### src/rtl/fetch_pipeline.sv
// -----------------------------------------------------------------------------
// fetch_pipeline
//
// This is the front end of a five-stage in-order pipeline. It holds the
// program counter and fetches from a combinational instruction memory. It
// carries the fetched instruction word through the reg-read, ALU, data-mem
// and reg-write stages, one register per stage. It also applies pc
// redirects for JMP, BEQ and BNE.
//
// Each stage register advances only when its bit in clk_sequence is set. A
// stage that is not enabled holds its value; the design never inserts a
// bubble on its own. A taken redirect overrides the fetch in the same cycle,
// so the reg-read stage keeps the branch/jump that caused the redirect.
//
// BEQ/BNE targets come from br_target. This register is computed in
// advance, while the branch sits in the reg-read stage and clk_sequence[1]
// is high. JMP targets come directly from ra_data.
//
// Ports
//   clk             in   1   clock, rising edge
//   rst_n           in   1   asynchronous active-low reset
//   alive           in   1   run enable; low = synchronous restart
//                            (the counters hold)
//   clk_sequence    in   5   stage enables: [0] fetch, [1] reg-read,
//                            [2] ALU, [3] data-mem, [4] reg-write
//   pcsel           in   2   redirect request: 00 none, 01 BEQ, 10 JMP,
//                            11 BNE
//   ra_data         in  32   Ra value for the branch/jump in flight
//   imem_rdata      in  32   instruction word at imem_addr (same cycle)
//   imem_addr       out 32   current pc, word aligned
//   instruction_rfr out 32   instruction entering reg-read
//   instruction_alu out 32   instruction entering ALU
//   instruction_dm  out 32   instruction entering data-mem
//   instruction_rfw out 32   instruction entering reg-write
//   pc_rfr          out 32   address of instruction_rfr plus 4
//   fetch_count     out 32   saturating count of sequential fetches
//   redirect_count  out 32   saturating count of taken redirects
//
// Configuration
//   FETCH_PERF_EN   Define this macro to build the two performance counters.
//                   When it is not defined, fetch_count and redirect_count
//                   are tied to 0 and no counter flops are built.
// -----------------------------------------------------------------------------
module fetch_pipeline (
  input  logic        clk,
  input  logic        rst_n,
  input  logic        alive,
  input  logic [4:0]  clk_sequence,
  input  logic [1:0]  pcsel,
  input  logic [31:0] ra_data,
  input  logic [31:0] imem_rdata,
  output logic [31:0] imem_addr,
  output logic [31:0] instruction_rfr,
  output logic [31:0] instruction_alu,
  output logic [31:0] instruction_dm,
  output logic [31:0] instruction_rfw,
  output logic [31:0] pc_rfr,
  output logic [31:0] fetch_count,
  output logic [31:0] redirect_count
);

  // ADD R31,R31,R31: the architectural no-op used as the reset contents of
  // every stage register.
  localparam logic [31:0] NOP       = 32'h83FF_F800;
  localparam logic [5:0]  OP_BEQ    = 6'h1D;
  localparam logic [5:0]  OP_BNE    = 6'h1E;
  localparam logic [31:0] PC_STRIDE = 32'd4;

  typedef enum logic [1:0] {
    SEL_NONE = 2'b00,
    SEL_BEQ  = 2'b01,
    SEL_JMP  = 2'b10,
    SEL_BNE  = 2'b11
  } pcsel_e;

  // ---------------------------------------------------------------------------
  // State
  // ---------------------------------------------------------------------------
  logic [31:0] pc;
  logic [31:0] br_target;

  // ---------------------------------------------------------------------------
  // Redirect decode
  // ---------------------------------------------------------------------------
  pcsel_e      sel;
  logic        ra_zero;
  logic        redirect_taken;
  logic [31:0] redirect_target;

  assign sel     = pcsel_e'(pcsel);
  assign ra_zero = (ra_data == 32'd0);

  // NOTE: every signal assigned in an always_comb gets a default on the first
  // line. Without it, any path that misses an assignment infers a latch.
  always_comb begin
    redirect_taken  = 1'b0;
    redirect_target = br_target;
    unique case (sel)
      SEL_NONE: redirect_taken = 1'b0;
      SEL_BEQ:  redirect_taken = ra_zero;
      SEL_BNE:  redirect_taken = !ra_zero;
      SEL_JMP: begin
        redirect_taken  = 1'b1;
        redirect_target = {ra_data[31:2], 2'b00};
      end
      default:  redirect_taken = 1'b0;
    endcase
  end

  // A sequential fetch happens only when no redirect is taken. A not-taken
  // BEQ/BNE therefore looks exactly like an ordinary fetch.
  logic fetch_load;
  assign fetch_load = clk_sequence[0] && !redirect_taken;

  logic [31:0] pc_next_seq;
  assign pc_next_seq = pc + PC_STRIDE;   // wraps FFFF_FFFC -> 0 naturally

  // ---------------------------------------------------------------------------
  // Branch target precompute
  // The target is relative to the address after the branch (pc_rfr). The
  // 16-bit literal counts words, so it is sign-extended and scaled by 4.
  // ---------------------------------------------------------------------------
  logic        rfr_is_branch;
  logic [31:0] br_offset;
  logic [31:0] br_target_next;

  assign rfr_is_branch  = (instruction_rfr[31:26] == OP_BEQ) ||
                          (instruction_rfr[31:26] == OP_BNE);
  assign br_offset      = {{14{instruction_rfr[15]}}, instruction_rfr[15:0], 2'b00};
  assign br_target_next = pc_rfr + br_offset;

  // ---------------------------------------------------------------------------
  // Fetch stage: pc, instruction_rfr, pc_rfr, br_target
  // ---------------------------------------------------------------------------
  // NOTE: state registers use non-blocking assignments, so every register in
  // the block samples pre-edge values. Blocking assignments here would let
  // one register see another's new value within the same edge.
  always_ff @(posedge clk or negedge rst_n) begin
    if (!rst_n) begin
      pc              <= 32'd0;
      pc_rfr          <= 32'd0;
      br_target       <= 32'd0;
      instruction_rfr <= NOP;
    end else if (!alive) begin
      pc              <= 32'd0;
      pc_rfr          <= 32'd0;
      br_target       <= 32'd0;
      instruction_rfr <= NOP;
    end else begin
      if (redirect_taken) begin
        // instruction_rfr and pc_rfr hold the branch/jump that redirected.
        pc <= redirect_target;
      end else if (fetch_load) begin
        pc              <= pc_next_seq;
        pc_rfr          <= pc_next_seq;
        instruction_rfr <= imem_rdata;
      end

      if (clk_sequence[1] && rfr_is_branch) begin
        br_target <= br_target_next;
      end
    end
  end

  // ---------------------------------------------------------------------------
  // Downstream stages. Each stage register holds when its enable is low.
  // Because all of them sample pre-edge values, several enables in the same
  // cycle produce a true shift.
  // ---------------------------------------------------------------------------
  always_ff @(posedge clk or negedge rst_n) begin
    if (!rst_n) begin
      instruction_alu <= NOP;
      instruction_dm  <= NOP;
      instruction_rfw <= NOP;
    end else if (!alive) begin
      instruction_alu <= NOP;
      instruction_dm  <= NOP;
      instruction_rfw <= NOP;
    end else begin
      if (clk_sequence[1]) instruction_alu <= instruction_rfr;
      if (clk_sequence[2]) instruction_dm  <= instruction_alu;
      if (clk_sequence[3]) instruction_rfw <= instruction_dm;
    end
  end

  assign imem_addr = pc;

  // ---------------------------------------------------------------------------
  // Performance counters. They saturate at all-ones and hold their value
  // through an alive=0 restart; only rst_n clears them.
  // ---------------------------------------------------------------------------
`ifdef FETCH_PERF_EN
  logic [31:0] fetch_cnt_q;
  logic [31:0] redirect_cnt_q;

  always_ff @(posedge clk or negedge rst_n) begin
    if (!rst_n) begin
      fetch_cnt_q    <= 32'd0;
      redirect_cnt_q <= 32'd0;
    end else if (alive) begin
      if (fetch_load && (fetch_cnt_q != 32'hFFFF_FFFF))
        fetch_cnt_q <= fetch_cnt_q + 32'd1;
      if (redirect_taken && (redirect_cnt_q != 32'hFFFF_FFFF))
        redirect_cnt_q <= redirect_cnt_q + 32'd1;
    end
  end

  assign fetch_count    = fetch_cnt_q;
  assign redirect_count = redirect_cnt_q;
`else
  assign fetch_count    = 32'd0;
  assign redirect_count = 32'd0;
`endif

endmodule
### config.mk
export PLATFORM = sky130hd
export DESIGN_NAME = fetch_pipeline
export DESIGN_NICKNAME = d
export VERILOG_FILES = /design/src/rtl/fetch_pipeline.sv
export SDC_FILE = /design/constraint.sdc
export NUM_CORES = 1
export LEC_CHECK = 0
export CORE_MARGIN = 1.5
export CORE_UTILIZATION = 45
export CTS_CLUSTER_DIAMETER = 80
export DETAILED_ROUTE_END_ITERATION = 16
export PLACE_DENSITY_LB_ADDON = 0.1
export SYNTH_ARGS = -nofsm -noshare
export SYNTH_HDL_FRONTEND = slang
export SYNTH_SLANG_ARGS = --single-unit
### constraint.sdc
create_clock -name clk -period 2.4 [get_ports clk]
set_input_delay 0.36 -clock clk [delete_from_list [all_inputs] [get_ports clk]]
set_output_delay 0.36 -clock clk [all_outputs]
set_load 0.05 [all_outputs]
==> impl_metrics.sql <==
INSERT INTO impl_metrics (metric_group, metric, value, unit) VALUES
('synthesis', 'synthesis.instances', '1280', ''),
('detailed_routing', 'detail_route.first_pass.iterations', '5', ''),
('clock_tree', 'numCtsBuffers', '26', ''),
('hold_path', 'hp-class', 'input port to register', ''),
('sta', 'final_min_period_over_clock_period', '1.03', ''),
('sta', 'fmax', '405', 'MHz'),
('sta', 'timing_hold_violations_final', '0', ''),
('setup_path', 'critical_path_cell_count', '11', ''),
('synthesis', 'top_cell_type_by_total_area_after_synthesis', 'sky130_fd_sc_hd__dfrtp_1', ''),
('floorplan', 'row_count', '60', ''),
('detailed_routing', 'routed_wl', '36.1', 'mm'),
('setup_path', 'ff2ff_setup_slack', '-0.07', 'ns'),
('synthesis', 'yosys_most_used_dff', 'sky130_fd_sc_hd__dfrtp_1', ''),
('sta', 'timing_max_transition_violations_final', '0', ''),
('floorplan', 'die-height', '170', 'um'),
('cells_and_area', 'multi_input_area', '6690', 'um2'),
('power_and_ir_drop', 'comb_pwr_share', '0.231', ''),
('sta', 'finalHoldWorstSlack', '0.184', 'ns'),
('setup_path', 'worstSetupStartpoint', 'instruction_rfr[0]', ''),
('floorplan', 'start_util', '0.462', ''),
('clock_tree', 'root_buffer', 'sky130_fd_sc_hd__clkbuf_16', ''),
('power_and_ir_drop', 'internal_power', '7.55', 'mW'),
('setup_path', 'worst-path-buf-inv', '1', ''),
('synthesis', 'synth.ff_latch_count', '224', ''),
('setup_path', 'required', '2.80', 'ns'),
('power_and_ir_drop', 'seq_power_share', '0.377', ''),
('detailed_routing', 'route.vias.total', '10200', ''),
('cells_and_area', 'area_added_between_synthesis_and_finish', '40.8', '%'),
('setup_path', 'critical_path.slowest_cell', 'sky130_fd_sc_hd__dfrtp_2', ''),
('cells_and_area', 'finish.net_count', '1735', ''),
('power_and_ir_drop', 'irDropWorstVdd', '469', 'uV'),
('global_routing', 'grtUsageMet2', '0.388', ''),
('clock_tree', 'tritoncts', 'yes', ''),
('run_status', 'result_of_the_run', 'finished, violations left', ''),
('clock_tree', 'clk_pin_slew', '0.06', 'ns'),
('global_routing', 'grt_busiest_layer', 'met2', ''),
('setup_path', 'crit_type', 'register to register', ''),
('floorplan', 'pin_count', '330', ''),
('global_routing', 'via_count_of_the_first_global_routing_pass', '9818', ''),
('sta', 'slew_headroom', '0.606', ''),
('cells_and_area', 'drive_above_1_share', '0.207', ''),
('run_status', 'violations_in_the_final_reports', 'negative setup slack', ''),
('global_routing', 'pin_count_of_the_biggest_net_entering_global_routing', '135', ''),
('detailed_routing', 'routed_wire_length_per_instance', '17.8', 'um'),
('power_and_ir_drop', 'static_leakage_power', '8.34', 'nW'),
('setup_path', 'max_stage_delay', '0.42', 'ns'),
('synthesis', 'synth_edf_count', '0', ''),
('sta', 'worst_slack', '-0.0714', 'ns'),
('global_routing', 'grt_use_met3', '0.0379', ''),
('setup_path', 'path_cells', 'ha_4 > inv_2 > fa_2 > and2b_2 > o2111ai_4 > nand3_2 > a21oi_4 > o311ai_4 > o21ba_4 > xnor2_1 > a21oi_1', ''),
('clock_tree', 'clock-sinks', '224', ''),
('sta', 'setup-violations-final', '13', ''),
('synthesis', 'synth_area', '12600', 'um2'),
('synthesis', 'synthArstFlopShare', '1.00', ''),
('global_routing', 'global_route.usage.met1', '0.366', ''),
('synthesis', 'yosys-top-cells-area', 'sky130_fd_sc_hd__dfrtp_1 32%, sky130_fd_sc_hd__dfstp_2 13%, sky130_fd_sc_hd__mux2i_1 10%', ''),
('power_and_ir_drop', 'switching_power', '3.26', 'mW'),
('setup_path', 'reg2reg_from', 'instruction_rfr[0]', ''),
('global_routing', 'groute.usage.overall', '0.248', ''),
('cells_and_area', 'insertedDiodeCount', '0', ''),
('setup_path', 'arrival', '2.87', 'ns'),
('setup_path', 'path_max_fanout', '3', ''),
('global_routing', 'grt_antenna_before_repair', '0', ''),
('sta', 'rsz0062_at_grt', 'yes', ''),
('sta', 'period_minus_slack', '2.47', 'ns'),
('detailed_routing', 'detail_route.vias_per_cell', '5.04', ''),
('synthesis', 'synth.avg_cell_area', '9.81', 'um2'),
('power_and_ir_drop', 'power_switching_share', '0.302', ''),
('place', 'pre_cts_slack', '-0.476', 'ns'),
('setup_path', 'end_kind', 'register', ''),
('detailed_routing', 'postRouteAntennaNets', '0', '');
[layer usage]
| metal | vias up | wire length (um) |
|---|---|---|
| met5 | - | 0 |
| met4 | 0 | 594 |
| met3 | 49 | 1980 |
| met2 | 304 | 16300 |
| met1 | 4889 | 17200 |
| li1 | 4949 | - |
[cell type report]
cell class | instances | area share
inverters | 10 | 0.00212
well taps | 372 | 0.0263
repair buffers | 405 | 0.217
multi-input cells | 963 | 0.378
clock inverters | 11 | 0.00793
clock buffers | 37 | 0.0450
flip-flops and latches | 224 | 0.324
[registers in the layout, summed over array words and instances, names as in the netlist]
signal	flops
instruction_rfw	32
instruction_alu	32
imem_addr	32
instruction_dm	32
instruction_rfr	32
pc_rfr	32
br_target	32
[worst min-delay path by stage]
stage / end / cells after the start / startpoint / slack [ns]
6_report: pc_rfr[24] / 2 / alive / 0.18
4_1_cts: pc_rfr[28] / 2 / alive / 0.17
3_3_place_gp: imem_addr[4] / 1 / rst_n / 0.35
5_1_grt: pc_rfr[25] / 2 / alive / 0.18
3_5_place_dp: imem_addr[7] / 1 / rst_n / 0.34
2_1_floorplan: br_target[0] / 0 / rst_n / 0.06
[cells in the mapped netlist, drive strengths merged, types with 30 or more instances]
cell	count
o211a	37
nand2	261
ha	30
xnor2	45
buf	101
mux2i	128
o21ai	43
xor2	40
dfstp	64
nand3	48
nor2b	49
dfrtp	160
clkbuf	45
[through the flow]
| step | util | TNS [ns] | instances | cell area (um2) |
|---|---|---|---|---|
| after floorplan | - | -0.365 | 1343 | 13000 |
| after global placement | 0.601 | -33.78 | 1963 | 16300 |
| after detailed placement | 0.601 | -39.02 | 1963 | 16300 |
| after CTS | 0.646 | -0.742 | 2019 | 17600 |
| after global routing | 0.650 | -2.84 | 2022 | 17700 |
| final | 0.650 | -0.565 | 2022 | 17700 |
[logic make-up (layout without fill, tap and decap cells)]
logic type / after synthesis / after routing / share of synthesized area
AO/OA/AOI/OAI: 176 / 176 / 0.101
XOR/XNOR: 85 / 85 / 0.0599
adder cells (fa/ha/maj): 31 / 31 / 0.0315
buffers and inverters: 156 / 463 / 0.0711
flip-flops: 224 / 224 / 0.453
multiplexers: 128 / 128 / 0.102
other: 1 / 64 / 0.000299
AND/OR/NAND/NOR: 479 / 479 / 0.181
[cell usage in the layout (no fill, tap or decap), types with 5 or more instances in the layout]
cell type and instances:
sky130_fd_sc_hd__and2_1 18, sky130_fd_sc_hd__mux2i_1 128, sky130_fd_sc_hd__nand4_1 12, sky130_fd_sc_hd__dfstp_2 61, sky130_fd_sc_hd__nor4_1 5, sky130_fd_sc_hd__a21boi_0 24
sky130_fd_sc_hd__nand3_1 46, sky130_fd_sc_hd__o21ai_1 8, sky130_fd_sc_hd__nand2_1 257, sky130_fd_sc_hd__a21oi_2 5, sky130_fd_sc_hd__nor2_1 26, sky130_fd_sc_hd__clkbuf_16 29
sky130_fd_sc_hd__a21oi_1 13, sky130_fd_sc_hd__inv_1 9, sky130_fd_sc_hd__and3_1 26, sky130_fd_sc_hd__dfrtp_1 141, sky130_fd_sc_hd__o211a_1 37, sky130_fd_sc_hd__buf_12 10
sky130_fd_sc_hd__nor3_1 5, sky130_fd_sc_hd__conb_1 64, sky130_fd_sc_hd__a21o_1 12, sky130_fd_sc_hd__xnor2_1 42, sky130_fd_sc_hd__buf_4 127, sky130_fd_sc_hd__o211ai_1 6
sky130_fd_sc_hd__dfrtp_2 19, sky130_fd_sc_hd__o21ai_0 33, sky130_fd_sc_hd__clkdlybuf4s50_1 254, sky130_fd_sc_hd__ha_1 17, sky130_fd_sc_hd__nor2b_1 49, sky130_fd_sc_hd__xor2_1 38
sky130_fd_sc_hd__ha_4 13, sky130_fd_sc_hd__clkinv_2 5
[power by group through the flow]
stage	registers (mW)	logic, mW	clock network, mW
2_1_floorplan	4.51	1.14	0
3_3_place_gp	4.12	2.33	0
3_5_place_dp	4.13	2.33	0
4_1_cts	4.07	2.45	4.31
5_1_grt	4.08	2.67	4.49
6_report	4.07	2.50	4.24
[repair_timing]
item / in CTS / in global routing
buffers inserted: 8 / 3
resized for setup: 44 / 14
pin swaps: 24 / 10
hold buffers: 1 / 0
hold endpoints to repair: 16 / 0
setup endpoints to repair: 17 / 67
Power figures use the tool's default switching activity.
